<file path="config.mk">
export PLATFORM = sky130hd
export DESIGN_NAME = bcd_timer_digits
export DESIGN_NICKNAME = d
export VERILOG_FILES = /design/src/rtl/timer_pkg.sv /design/src/rtl/seg7_decoder.sv /design/src/rtl/bcd_timer_digits.sv
export SDC_FILE = /design/constraint.sdc
export NUM_CORES = 1
export LEC_CHECK = 0
export BUFFER_PORTS_ARGS = -buffer_cell sky130_fd_sc_hd__buf_2
export CAP_MARGIN = 20
export CORE_ASPECT_RATIO = 0.7
export CORE_UTILIZATION = 33
export DETAILED_ROUTE_END_ITERATION = 10
export PLACE_DENSITY = 0.49
export RECOVER_POWER = 25
export SETUP_SLACK_MARGIN = 0.4
export SLEW_MARGIN = 10
export SYNTH_ARGS = -nofsm -noshare
export SYNTH_HDL_FRONTEND = slang
export SYNTH_HIERARCHICAL = 1
export SYNTH_SLANG_ARGS = --single-unit
export TNS_END_PERCENT = 10
</file>
<file path="constraint.sdc">
create_clock -name clock -period 6.55 [get_ports clock]
set_clock_uncertainty 0.05 [all_clocks]
set_input_delay 0.9825 -clock clock [delete_from_list [all_inputs] [get_ports clock]]
set_output_delay 0.9825 -clock clock [all_outputs]
set_load 0.005 [all_outputs]
</file>
<file path="src/rtl/timer_pkg.sv">
// Shared types, active-low segment patterns and BCD helpers for the BCD timer.
// bin_to_bcd is evaluated at elaboration for reset and wrap constants;
// bcd_to_bin is used at run time to range-check load values.
`timescale 1ns/1ps
package timer_pkg;

   typedef logic [3:0] bcd_digit_t;
   typedef logic [6:0] seg7_t;

   // Widest supported counter; helpers work on this width and callers slice.
   localparam int MAX_DIGITS = 6;
   localparam int BCD_W_MAX  = 4 * MAX_DIGITS;

   // Active-low {g,f,e,d,c,b,a} patterns.
   localparam seg7_t SEG_0     = 7'b1000000;
   localparam seg7_t SEG_1     = 7'b1111001;
   localparam seg7_t SEG_2     = 7'b0100100;
   localparam seg7_t SEG_3     = 7'b0110000;
   localparam seg7_t SEG_4     = 7'b0011001;
   localparam seg7_t SEG_5     = 7'b0010010;
   localparam seg7_t SEG_6     = 7'b0000010;
   localparam seg7_t SEG_7     = 7'b1111000;
   localparam seg7_t SEG_8     = 7'b0000000;
   localparam seg7_t SEG_9     = 7'b0010000;
   localparam seg7_t SEG_BLANK = 7'b1111111;

   // Nibble to segment pattern; non-decimal nibbles show blank.
   function automatic seg7_t bcd_to_seg(input bcd_digit_t digit);
      case (digit)
         4'd0:    return SEG_0;
         4'd1:    return SEG_1;
         4'd2:    return SEG_2;
         4'd3:    return SEG_3;
         4'd4:    return SEG_4;
         4'd5:    return SEG_5;
         4'd6:    return SEG_6;
         4'd7:    return SEG_7;
         4'd8:    return SEG_8;
         4'd9:    return SEG_9;
         default: return SEG_BLANK;
      endcase
   endfunction

   // Binary to packed BCD, digit 0 in bits [3:0].
   function automatic logic [BCD_W_MAX-1:0] bin_to_bcd(input int unsigned value);
      logic [BCD_W_MAX-1:0] bcd;
      int unsigned          rest;
      bcd  = '0;
      rest = value;
      for (int i = 0; i < MAX_DIGITS; i++) begin
         bcd[4*i +: 4] = 4'(rest % 32'd10);
         rest          = rest / 32'd10;
      end
      return bcd;
   endfunction

   // Packed BCD to binary; nibbles above 9 are weighted as-is (caller rejects them).
   function automatic int unsigned bcd_to_bin(input logic [BCD_W_MAX-1:0] bcd);
      int unsigned acc;
      acc = 0;
      for (int i = MAX_DIGITS - 1; i >= 0; i--) begin
         acc = acc * 32'd10 + {28'd0, bcd[4*i +: 4]};
      end
      return acc;
   endfunction

endpackage

</file>
<file path="src/rtl/seg7_decoder.sv">
// Combinational BCD nibble to active-low 7-segment decoder, one per digit.
`timescale 1ns/1ps
module seg7_decoder
   import timer_pkg::*;
(
   input  logic [3:0] i_digit,
   output logic [6:0] o_seg
);

   // Pure table lookup; the timer registers the result.
   always_comb begin
      o_seg = bcd_to_seg(i_digit);
   end

endmodule

</file>
<file path="src/rtl/bcd_timer_digits.sv">
// Multi-digit BCD timer with wrap/borrow pulse, load, clear, pause and
// per-digit active-low 7-segment outputs, all registered.
// Optional build macro BCD_TIMER_LEADING_ZERO_BLANK_EN: blank leading zero
// digits above digit 0 on seg (count_bcd is not affected).
//
// Edge priority: clear > load > counted tick. A load, valid or not, swallows
// the tick in the same cycle. seg is decoded from the next count so it changes
// on the same edge as count_bcd.
`timescale 1ns/1ps
module bcd_timer_digits
   import timer_pkg::*;
#(
   parameter int DIGITS    = 2,
   parameter int MODULUS   = 60,
   parameter int RESET_VAL = 0
) (
   input  logic                  clock,
   input  logic                  RESET,
   input  logic                  tick,
   input  logic                  enable,
   input  logic                  up,
   input  logic                  clear,
   input  logic                  load,
   input  logic [4*DIGITS-1:0]   load_val,
   output logic [4*DIGITS-1:0]   count_bcd,
   output logic                  carry_out,
   output logic                  load_err,
   output logic [7*DIGITS-1:0]   seg
);

   localparam int W  = 4 * DIGITS;
   localparam int SW = 7 * DIGITS;

`ifdef BCD_TIMER_LEADING_ZERO_BLANK_EN
   localparam bit L_BLANK_EN = 1'b1;
`else
   localparam bit L_BLANK_EN = 1'b0;
`endif

   localparam int unsigned L_MOD = MODULUS;

   localparam logic [BCD_W_MAX-1:0] L_RESET_BCD_FULL = bin_to_bcd(RESET_VAL);
   localparam logic [BCD_W_MAX-1:0] L_MAX_BCD_FULL   = bin_to_bcd(MODULUS - 1);
   localparam logic [W-1:0]         L_RESET_BCD      = L_RESET_BCD_FULL[W-1:0];
   localparam logic [W-1:0]         L_MAX_BCD        = L_MAX_BCD_FULL[W-1:0];

   // Digits i >= 1 that are zero with only zeros above them; all-clear when blanking is off.
   function automatic logic [DIGITS-1:0] blank_mask(input logic [W-1:0] bcd);
      logic [DIGITS-1:0] mask;
      logic              leading;
      mask    = '0;
      leading = L_BLANK_EN;
      for (int i = DIGITS - 1; i >= 1; i--) begin
         if (leading && (bcd[4*i +: 4] == 4'd0)) begin
            mask[i] = 1'b1;
         end else begin
            leading = 1'b0;
         end
      end
      return mask;
   endfunction

   // Full display image for a BCD value; used for the reset constant.
   function automatic logic [SW-1:0] seg_image(input logic [W-1:0] bcd);
      logic [SW-1:0]     img;
      logic [DIGITS-1:0] mask;
      img  = '0;
      mask = blank_mask(bcd);
      for (int i = 0; i < DIGITS; i++) begin
         img[7*i +: 7] = mask[i] ? SEG_BLANK : bcd_to_seg(bcd[4*i +: 4]);
      end
      return img;
   endfunction

   localparam logic [SW-1:0] L_RESET_SEG = seg_image(L_RESET_BCD);

   logic [W-1:0]      r_count;
   logic              r_carry;
   logic              r_err;
   logic [SW-1:0]     r_seg;

   logic [W-1:0]      w_inc;
   logic [W-1:0]      w_dec;
   logic              w_nibbles_ok;
   int unsigned       w_load_bin;
   logic              w_load_ok;
   logic [W-1:0]      w_next_count;
   logic              w_next_carry;
   logic              w_next_err;
   logic [SW-1:0]     w_dec_seg;
   logic [DIGITS-1:0] w_blank;
   logic [SW-1:0]     w_next_seg;

   // BCD increment: a 9 rolls to 0 and the carry ripples upward.
   always_comb begin
      logic w_chain;
      w_inc   = r_count;
      w_chain = 1'b1;
      for (int i = 0; i < DIGITS; i++) begin
         if (w_chain) begin
            if (r_count[4*i +: 4] == 4'd9) begin
               w_inc[4*i +: 4] = 4'd0;
            end else begin
               w_inc[4*i +: 4] = r_count[4*i +: 4] + 4'd1;
               w_chain         = 1'b0;
            end
         end
      end
   end

   // BCD decrement: a 0 rolls to 9 and the borrow ripples upward.
   always_comb begin
      logic w_chain;
      w_dec   = r_count;
      w_chain = 1'b1;
      for (int i = 0; i < DIGITS; i++) begin
         if (w_chain) begin
            if (r_count[4*i +: 4] == 4'd0) begin
               w_dec[4*i +: 4] = 4'd9;
            end else begin
               w_dec[4*i +: 4] = r_count[4*i +: 4] - 4'd1;
               w_chain         = 1'b0;
            end
         end
      end
   end

   // A load is accepted only if every nibble is decimal and the value is in range.
   always_comb begin
      w_nibbles_ok = 1'b1;
      for (int i = 0; i < DIGITS; i++) begin
         if (load_val[4*i +: 4] > 4'd9) begin
            w_nibbles_ok = 1'b0;
         end
      end
      w_load_bin = bcd_to_bin(BCD_W_MAX'(load_val));
      w_load_ok  = w_nibbles_ok && (w_load_bin < L_MOD);
   end

   // Next count and pulses, applying clear > load > tick priority.
   always_comb begin
      w_next_count = r_count;
      w_next_carry = 1'b0;
      w_next_err   = 1'b0;
      if (clear) begin
         w_next_count = L_RESET_BCD;
      end else if (load) begin
         if (w_load_ok) begin
            w_next_count = load_val;
         end else begin
            w_next_err = 1'b1;
         end
      end else if (enable && tick) begin
         if (up) begin
            if (r_count == L_MAX_BCD) begin
               w_next_count = '0;
               w_next_carry = 1'b1;
            end else begin
               w_next_count = w_inc;
            end
         end else begin
            if (r_count == '0) begin
               w_next_count = L_MAX_BCD;
               w_next_carry = 1'b1;
            end else begin
               w_next_count = w_dec;
            end
         end
      end
   end

   // One decoder per digit, fed from the next count.
   for (genvar gi = 0; gi < DIGITS; gi++) begin : g_digit
      seg7_decoder u_dec (
         .i_digit (w_next_count[4*gi +: 4]),
         .o_seg   (w_dec_seg[7*gi +: 7])
      );
   end

   // Apply leading-zero blanking (no-op unless the blanking macro is set).
   always_comb begin
      w_blank    = blank_mask(w_next_count);
      w_next_seg = w_dec_seg;
      for (int i = 0; i < DIGITS; i++) begin
         if (w_blank[i]) begin
            w_next_seg[7*i +: 7] = SEG_BLANK;
         end
      end
   end

   // Output registers; reset forces the RESET_VAL image immediately.
   always_ff @(posedge clock or negedge RESET) begin
      if (!RESET) begin
         r_count <= L_RESET_BCD;
         r_carry <= 1'b0;
         r_err   <= 1'b0;
         r_seg   <= L_RESET_SEG;
      end else begin
         r_count <= w_next_count;
         r_carry <= w_next_carry;
         r_err   <= w_next_err;
         r_seg   <= w_next_seg;
      end
   end

   assign count_bcd = r_count;
   assign carry_out = r_carry;
   assign load_err  = r_err;
   assign seg       = r_seg;

endmodule

</file>
# Yosys cells after proc, flatten, opt, wreduce, memory -nomap -nowiden

Memories as Yosys holds them, arrays and structs flattened. A register that Yosys moved wholly into a read port is not among the register bits.
Cells that the tools add are included.
Widths: inputs -> output; s select.

$add $sub $neg: 5
Eq/ne operators: 3
$lt $le $gt $ge: 3
Muxes and demuxes: 26
Reduce and logical (&&, ||, !) cells: 7
Multipliers: 1

Operators with widths:

| operator            | number |
|---|---|
| $mux 8              | 7 |
| $mux 4              | 6 |
| $mux 1              | 13 |
| $add 8x4->9         | 1 |
| $lt 9x6->1 const B  | 1 |
| $add 4x1->4 const B | 2 |
| $eq 4x4->1 const B  | 2 |
| $eq 8x7->1 const B  | 1 |
| $gt 4x4->1 const B  | 2 |
| $logic_not 4->1     | 2 |
| $logic_not 8->1     | 1 |
| $sub 4x1->4 const B | 2 |
| $mul 4x3->7 const B | 1 |
| $logic_and 1x1->1   | 2 |
| $logic_not 1->1     | 2 |

Logic and storage cells: 50
Bits in registers: 10
Bits in read-only memories: 224
Memories kept: 2

Memory list:

| memory           | depth | bits a word | rd ports | clocked after Yosys merged registers in | write ports | RTL line        | source |
|---|---|---|---|---|---|---|---|
| (name not given) | 16    | 7           | 1        | 1                                       | 0           | timer_pkg.sv:29 | `case (digit)` |
| (name not given) | 16    | 7           | 1        | 1                                       | 0           | timer_pkg.sv:29 |  |

# Logic depth before layout (Yosys ltp)

Word-level depth: 8
Gate-level depth with buffers: 15
Depth with buffers taken out: 14

# Modules after synthesis

Netlist, hierarchy kept.

Modules (own cells, without submodules):

| module           | instances | sequential area each (um^2) | cells each | area an instance (um^2) |
|---|---|---|---|---|
| bcd_timer_digits | 1         | 603.1                       | 176        | 1676.6 |
| seg7_decoder     | 2         | 0.0                         | 33         | 210.2 |

# Worst setup path before layout

OpenSTA, ideal clock, no wires.

Path type: input -> register
Start: input load_val[5]
End: register r_seg[10], in the netlist seg[10]
Data required time: 6.370 ns
Path slack: 2.239 ns
Stages: 14
Arrival: 4.131 ns
Cell sequence: ha_1 ha_1 fa_1 nor4b_2 maj3_2 o21ai_2 buf_6 a211oi_1 a311oi_1 inv_1 ha_1 or2_1 a21oi_2 a31oi_1

Word-level cells in the longest chain between the ends: 7
Elaborated cells on any way between the ends: 9
Classes of those cells: 1 x add/sub; 1 x mul; 2 x order compare; 4 x mux; 1 x reduce/logical

Ends and longest elaborated chain:

| element             | RTL line                | source |
|---|---|---|
| start: declaration  | bcd_timer_digits.sv:24  | `input logic [4*DIGITS-1:0] load_val,` |
| $mul 4x3->7         | timer_pkg.sv:62         | `acc = acc * 32'd10 + {28'd0, bcd[4*i +: 4]};` |
| $add 8x4->9         | timer_pkg.sv:62         |  |
| $lt 9x6->1          | bcd_timer_digits.sv:137 | `w_load_ok = w_nibbles_ok && (w_load_bin < L_MOD);` |
| $logic_and 1x1->1   | bcd_timer_digits.sv:137 |  |
| $mux 8 *            | bcd_timer_digits.sv:148 | `if (w_load_ok) begin` |
| $mux 8 *            | bcd_timer_digits.sv:147 | `end else if (load) begin` |
| $mux 8 *            | bcd_timer_digits.sv:145 | `if (clear) begin` |
| net w_next_count[5] | bcd_timer_digits.sv:87  | `logic [W-1:0] w_next_count;` |
| end: declaration    | bcd_timer_digits.sv:80  | `logic [SW-1:0] r_seg;` |

The timed path passes the listed nets; every way through them passes the cells marked *.

# Worst setup path in the final report

Start: input load_val[7]
End: register r_seg[10], in the netlist seg[10]

Word-level cells in the longest chain between the ends: 7
Elaborated cells on any way between the ends: 9
Classes of those cells: 1 x add/sub; 1 x mul; 2 x order compare; 4 x mux; 1 x reduce/logical

Ends and longest elaborated chain:

| element             | RTL line |
|---|---|
| $mul 4x3->7         | timer_pkg.sv:62 |
| $add 8x4->9         | timer_pkg.sv:62 |
| $lt 9x6->1          | bcd_timer_digits.sv:137 |
| $logic_and 1x1->1 * | bcd_timer_digits.sv:137 |
| $mux 8 *            | bcd_timer_digits.sv:148 |
| $mux 8 *            | bcd_timer_digits.sv:147 |
| $mux 8 *            | bcd_timer_digits.sv:145 |
| net w_next_count[5] | bcd_timer_digits.sv:87 |

Marks and branches as above.

==> impl_results.html <==
<table>
<tr><th>Metric</th><th>Value</th></tr>
<tr><th colspan="2">Global route</th></tr>
<tr><td>Maximum number of pins on one net before global-route repair</td><td>25</td></tr>
<tr><td>Via count of the first global-routing pass</td><td>between 1500 and 2000</td></tr>
<tr><td>Antenna violations before repair</td><td>0</td></tr>
<tr><td>Total congestion overflow</td><td>0</td></tr>
<tr><td>Global-route wire length before repair</td><td>about 8.3 mm</td></tr>
<tr><td>Total GRT Usage</td><td>0.155</td></tr>
<tr><th colspan="2">Placed design</th></tr>
<tr><td>PortBufs</td><td>38</td></tr>
<tr><td>Half-perimeter wire length after detailed placement</td><td>between 3 and 4 mm</td></tr>
<tr><td>Weighted congestion reported at the end of routability-driven placement</td><td>between 0.8 and 0.9</td></tr>
<tr><td>Post-place instance area</td><td>2270 um^2</td></tr>
<tr><td>Post-Place Cells</td><td>341</td></tr>
<tr><th colspan="2">Yosys</th></tr>
<tr><td>Leading area contributor after synthesis</td><td>sky130_fd_sc_hd__dfrtp_1</td></tr>
<tr><td>Dominant combinational cell family by area after synthesis</td><td>compound AO/OA/AOI/OAI gates</td></tr>
<tr><td>Fraction of synthesized cell area taken by the top area cell type</td><td>0.263</td></tr>
<tr><td>Register bit count reported by yosys</td><td>24</td></tr>
<tr><td>Per-instance average area after synthesis</td><td>8.67 um^2</td></tr>
<tr><td>Sequential element share of the synthesized area</td><td>0.288</td></tr>
<tr><td>Count of unique library cells instantiated by Yosys</td><td>60</td></tr>
<tr><td>EDFF count, synth</td><td>0</td></tr>
<tr><td>Synth async-reset ratio</td><td>1.00</td></tr>
<tr><td>Leading post-synthesis cells by cell area</td><td>sky130_fd_sc_hd__dfrtp_1 26%, sky130_fd_sc_hd__ha_1 11%, sky130_fd_sc_hd__o21ai_0 4.8%</td></tr>
<tr><td>Complex-gate fraction of the synthesized area</td><td>0.251</td></tr>
<tr><td>Area fraction in and, or, nand and nor cells after synthesis</td><td>0.229</td></tr>
<tr><td>Multiplexer share of the synthesized area</td><td>0.00477</td></tr>
<tr><td>YS warnings</td><td>6</td></tr>
<tr><td>Synthesized instance count</td><td>242</td></tr>
<tr><td>Main flop type after synthesis</td><td>sky130_fd_sc_hd__dfrtp_1</td></tr>
<tr><td>Synthesized-area fraction occupied by adder cells</td><td>0.138</td></tr>
<tr><td>Cell area after synthesis</td><td>2100 um^2</td></tr>
<tr><td>Xor/xnor share of the synthesized area</td><td>0.00776</td></tr>
<tr><td>Synthesized Nets</td><td>278</td></tr>
<tr><th colspan="2">Setup path</th></tr>
<tr><td>CP max stage delay</td><td>0.66 ns</td></tr>
<tr><td>Max stage delay cell, worst path</td><td>sky130_fd_sc_hd__a311oi_1</td></tr>
<tr><td>Cell mode on critical path</td><td>sky130_fd_sc_hd__ha_1</td></tr>
<tr><td>Data required time at the worst endpoint</td><td>6.65 ns</td></tr>
<tr><td>Total number of cells along the worst setup path</td><td>14</td></tr>
<tr><td>Worst R2R Path Depth</td><td>12</td></tr>
<tr><td>WP buf/inv</td><td>2</td></tr>
<tr><td>Critical path type</td><td>input port to flop</td></tr>
<tr><td>End of the worst register-to-register path</td><td>seg[10]</td></tr>
<tr><td>Worst setup EP type</td><td>flop</td></tr>
<tr><td>Delay-heaviest family, CP</td><td>adder cells</td></tr>
<tr><td>CP Cell Sequence</td><td>buf_2 -&gt; ha_1 -&gt; ha_1 -&gt; fa_1 -&gt; nor4b_2 -&gt; maj3_2 -&gt; o21ai_2 -&gt; a211oi_1 -&gt; a311oi_1 -&gt; inv_1 -&gt; ha_1 -&gt; or2_1 -&gt; a21oi_2 -&gt; a31oi_1</td></tr>
<tr><td>Worst reg2reg setup slack</td><td>approximately 3.0 ns</td></tr>
<tr><td>Kind of launch point of the worst setup path</td><td>input port</td></tr>
<tr><td>Worst EP arrival</td><td>4.80 ns</td></tr>
<tr><td>Worst reg2reg startpoint</td><td>count_bcd[0]</td></tr>
<tr><td>Maximum fanout along the worst path</td><td>14</td></tr>
<tr><th colspan="2">STA</th></tr>
<tr><td>Sum of negative setup slack</td><td>0 ns</td></tr>
<tr><td>Pins Over Slew Limit</td><td>0</td></tr>
<tr><td>Final setup violation count</td><td>0</td></tr>
<tr><td>Time the final worst path needs with I/O delays and setup</td><td>4.70 ns</td></tr>
<tr><td>Fin crit share</td><td>0.718</td></tr>
<tr><td>Worst Tran Pin Value</td><td>approximately 1.2 ns</td></tr>
<tr><td>Unrepaired setup endpoints after global routing</td><td>no</td></tr>
<tr><td>F_max</td><td>0.213 GHz</td></tr>
<tr><td>Number of hold-slack violations in the final timing report</td><td>0</td></tr>
<tr><td>Worst relative slew slack</td><td>0.180</td></tr>
<tr><th colspan="2">Route</th></tr>
<tr><td>Number of detailed-routing iterations run before antenna repair</td><td>4</td></tr>
<tr><td>Detail Route Antenna Nets</td><td>0</td></tr>
<tr><td>Average wire length per cell after detail routing</td><td>14.7 um</td></tr>
<tr><td>Detailed Route Iter0 Violations</td><td>62</td></tr>
<tr><td>Number of DRC violations after detailed routing</td><td>0</td></tr>
<tr><td>Vias per cell</td><td>5.29</td></tr>
<tr><td>Post-Route WL</td><td>5.06 mm</td></tr>
<tr><td>Vias post-DR</td><td>between 1500 and 2000</td></tr>
<tr><th colspan="2">Floorplan</th></tr>
<tr><td>X dimension of the die</td><td>97.3 um</td></tr>
<tr><td>Standard-cell row count</td><td>23</td></tr>
<tr><td>Boundary Pins</td><td>39</td></tr>
<tr><td>Starting density of the core</td><td>0.354</td></tr>
<tr><td>Height of the die</td><td>68.7 um</td></tr>
<tr><td>Standard cell core area</td><td>5930 um^2</td></tr>
<tr><td>Area of the die</td><td>6680 um^2</td></tr>
<tr><th colspan="2">Clock network</th></tr>
<tr><td>Inserted Clock Buffers</td><td>3</td></tr>
<tr><td>Total setup buffers inserted after CTS</td><td>0</td></tr>
<tr><td>CTS tree</td><td>built</td></tr>
<tr><td>Maximum clock insertion buffer count</td><td>2</td></tr>
<tr><td>Number of cells upsized or downsized after cts</td><td>0</td></tr>
<tr><td>Clock root buffer</td><td>sky130_fd_sc_hd__clkbuf_8</td></tr>
<tr><td>Hold Buf Count CTS</td><td>0</td></tr>
<tr><td>Total number of clock tree sinks</td><td>24</td></tr>
<tr><td>Number of levels in the clock H-tree</td><td>1</td></tr>
<tr><td>Clock insertion delay at the later pin of the skew report</td><td>approximately 0.26 ns</td></tr>
<tr><td>Clock transition at the register clock pins on the worst setup and hold paths after CTS</td><td>~0.080 ns</td></tr>
<tr><th colspan="2">Hold path</th></tr>
<tr><td>Worst hold endpoint</td><td>carry_out</td></tr>
<tr><td>HP Start</td><td>count_bcd[7]</td></tr>
<tr><td>Worst min-delay path class</td><td>flop to flop</td></tr>
<tr><td>Number of cells on the worst hold path</td><td>2</td></tr>
<tr><th colspan="2">Finish</th></tr>
<tr><td>Share of layout cells above drive strength 1</td><td>0.219</td></tr>
<tr><td>Post-route cell area</td><td>2330 um^2</td></tr>
<tr><td>Final std cells w/o fill</td><td>around 350</td></tr>
<tr><td>Number of nets in the layout</td><td>307</td></tr>
<tr><td>P&amp;R area growth vs syn</td><td>10.9%</td></tr>
<tr><td>Number of antenna repair diodes</td><td>0</td></tr>
<tr><th colspan="2">Pwr</th></tr>
<tr><td>Maximum ir drop on the vdd rail</td><td>~0.000095 V</td></tr>
<tr><td>P_leak</td><td>~1.1 nW</td></tr>
<tr><td>Power consumption</td><td>441 uW</td></tr>
<tr><td>Total power density per cell area</td><td>190 nW/um^2</td></tr>
<tr><th colspan="2">Outcome</th></tr>
<tr><td>Outcome</td><td>finished clean</td></tr>
<tr><th colspan="2">Flow run</th></tr>
<tr><td>Number of max-capacitance violations reported</td><td>0</td></tr>
</table>
==> flip-flops by register name, indices dropped and copies added (netlist names) <==
| signal | cells |
|---|---|
| carry_out | 1 |
| count_bcd | 8 |
| load_err | 1 |
| seg | 14 |
==> synth_stat cells (3+ instances only) <==
cell / instances
sky130_fd_sc_hd__buf_6: 3
sky130_fd_sc_hd__nor2b_1: 4
sky130_fd_sc_hd__or2b_1: 3
sky130_fd_sc_hd__nor3_1: 6
sky130_fd_sc_hd__nor2_1: 20
sky130_fd_sc_hd__buf_2: 3
sky130_fd_sc_hd__a31oi_1: 7
sky130_fd_sc_hd__dfrtp_1: 22
sky130_fd_sc_hd__nand2_1: 17
sky130_fd_sc_hd__inv_1: 15
sky130_fd_sc_hd__nand2b_1: 13
sky130_fd_sc_hd__o21ai_0: 20
sky130_fd_sc_hd__clkbuf_1: 4
sky130_fd_sc_hd__nand3_1: 3
sky130_fd_sc_hd__ha_1: 19
sky130_fd_sc_hd__a211oi_1: 3
sky130_fd_sc_hd__clkbuf_8: 3
sky130_fd_sc_hd__and3_1: 3
sky130_fd_sc_hd__nand4_1: 4
sky130_fd_sc_hd__a21oi_1: 16
==> where the power goes <==
part / switching [mW] / total (mW) / internal [mW]
combinational: 0.0928 / 0.160 / 0.0674
clock: 0.0431 / 0.0967 / 0.0536
sequential: 0.0154 / 0.185 / 0.169
total: 0.151 / 0.441 / 0.290
==> per-layer routing <==
| metal | GRT usage | vias up | share of wire |
|---|---|---|---|
| met5 | 0 | - | 0 |
| met4 | 0.0165 | 0 | 0 |
| met3 | 0.0403 | 0 | 0.069 |
| met2 | 0.213 | 50 | 0.38 |
| met1 | 0.244 | 850 | 0.55 |
| li1 | - | 924 | - |
==> placed cells by master (no fill, tap or decap), types with 2 or more instances in the layout <==
cell type,Yosys,routed
sky130_fd_sc_hd__a2111oi_0,2,2
sky130_fd_sc_hd__a2111oi_2,2,2
sky130_fd_sc_hd__a211oi_1,3,3
sky130_fd_sc_hd__a21oi_1,16,16
sky130_fd_sc_hd__a21oi_2,2,2
sky130_fd_sc_hd__a311oi_1,2,2
sky130_fd_sc_hd__a31oi_1,7,7
sky130_fd_sc_hd__and3_1,3,3
sky130_fd_sc_hd__buf_2,3,37
sky130_fd_sc_hd__clkbuf_8,3,4
sky130_fd_sc_hd__dfrtp_1,22,22
sky130_fd_sc_hd__dfstp_2,2,2
sky130_fd_sc_hd__fa_1,2,2
sky130_fd_sc_hd__ha_1,19,19
sky130_fd_sc_hd__inv_1,15,15
sky130_fd_sc_hd__nand2_1,17,17
sky130_fd_sc_hd__nand2b_1,13,13
sky130_fd_sc_hd__nand3_1,3,3
sky130_fd_sc_hd__nand4_1,4,4
sky130_fd_sc_hd__nor2_1,20,20
sky130_fd_sc_hd__nor2b_1,4,4
sky130_fd_sc_hd__nor3_1,6,6
sky130_fd_sc_hd__nor3b_1,2,2
sky130_fd_sc_hd__o211a_1,2,2
sky130_fd_sc_hd__o21a_1,2,2
sky130_fd_sc_hd__o21ai_0,20,20
sky130_fd_sc_hd__o21ai_2,2,2
sky130_fd_sc_hd__o21bai_1,2,2
sky130_fd_sc_hd__o311ai_0,2,2
sky130_fd_sc_hd__or2_1,2,2
sky130_fd_sc_hd__or2b_1,3,3
sky130_fd_sc_hd__or3_1,2,2
==> worst max path at each step <==
stage	from	end	slack [ns]
after global placement	load_val[7]	seg[10]	1.67
after detailed placement	load_val[7]	seg[7]	1.59
after CTS	load_val[7]	seg[7]	1.88
after floorplan	load_val[5]	seg[10]	2.24
after global routing	load_val[7]	seg[10]	1.58
final	load_val[7]	seg[10]	1.85
==> cells by family (layout without fill, tap and decap cells) <==
group                    Yosys count  after routing
flip-flops                        24             24
AO/OA/AOI/OAI                     76             76
buffers and inverters             30             58
multiplexers                       1              1
XOR/XNOR                           1              1
AND/OR/NAND/NOR                   88             88
adder cells (fa/ha/maj)           22             22
==> through the flow <==
step | util | hold slack (ns) | setup WS (ns)
global placement | 0.383 | 0.739 | 1.67
floorplan | - | 0.637 | 2.24
global route | 0.392 | 0.778 | 1.58
detailed placement | 0.383 | 0.738 | 1.59
CTS | 0.393 | 0.647 | 1.88
finish | 0.392 | 0.738 | 1.85
==> area by class of cell <==
type,count,area (um^2)
Fill cell,601,3600
Multi-Input combinational cell,188,1320
Sequential cell,24,603
Timing Repair Buffer,39,196
Tap cell,75,93.8
Inverter,15,56.3
Clock buffer,4,55.1
==> tightest hold or removal path: stages (launching register included) <==
cell and delay, ns:
sky130_fd_sc_hd__dfrtp_1 0.52, sky130_fd_sc_hd__nor3_1 0.07, sky130_fd_sc_hd__and3_1 0.16
Power figures use the tool's default switching activity.
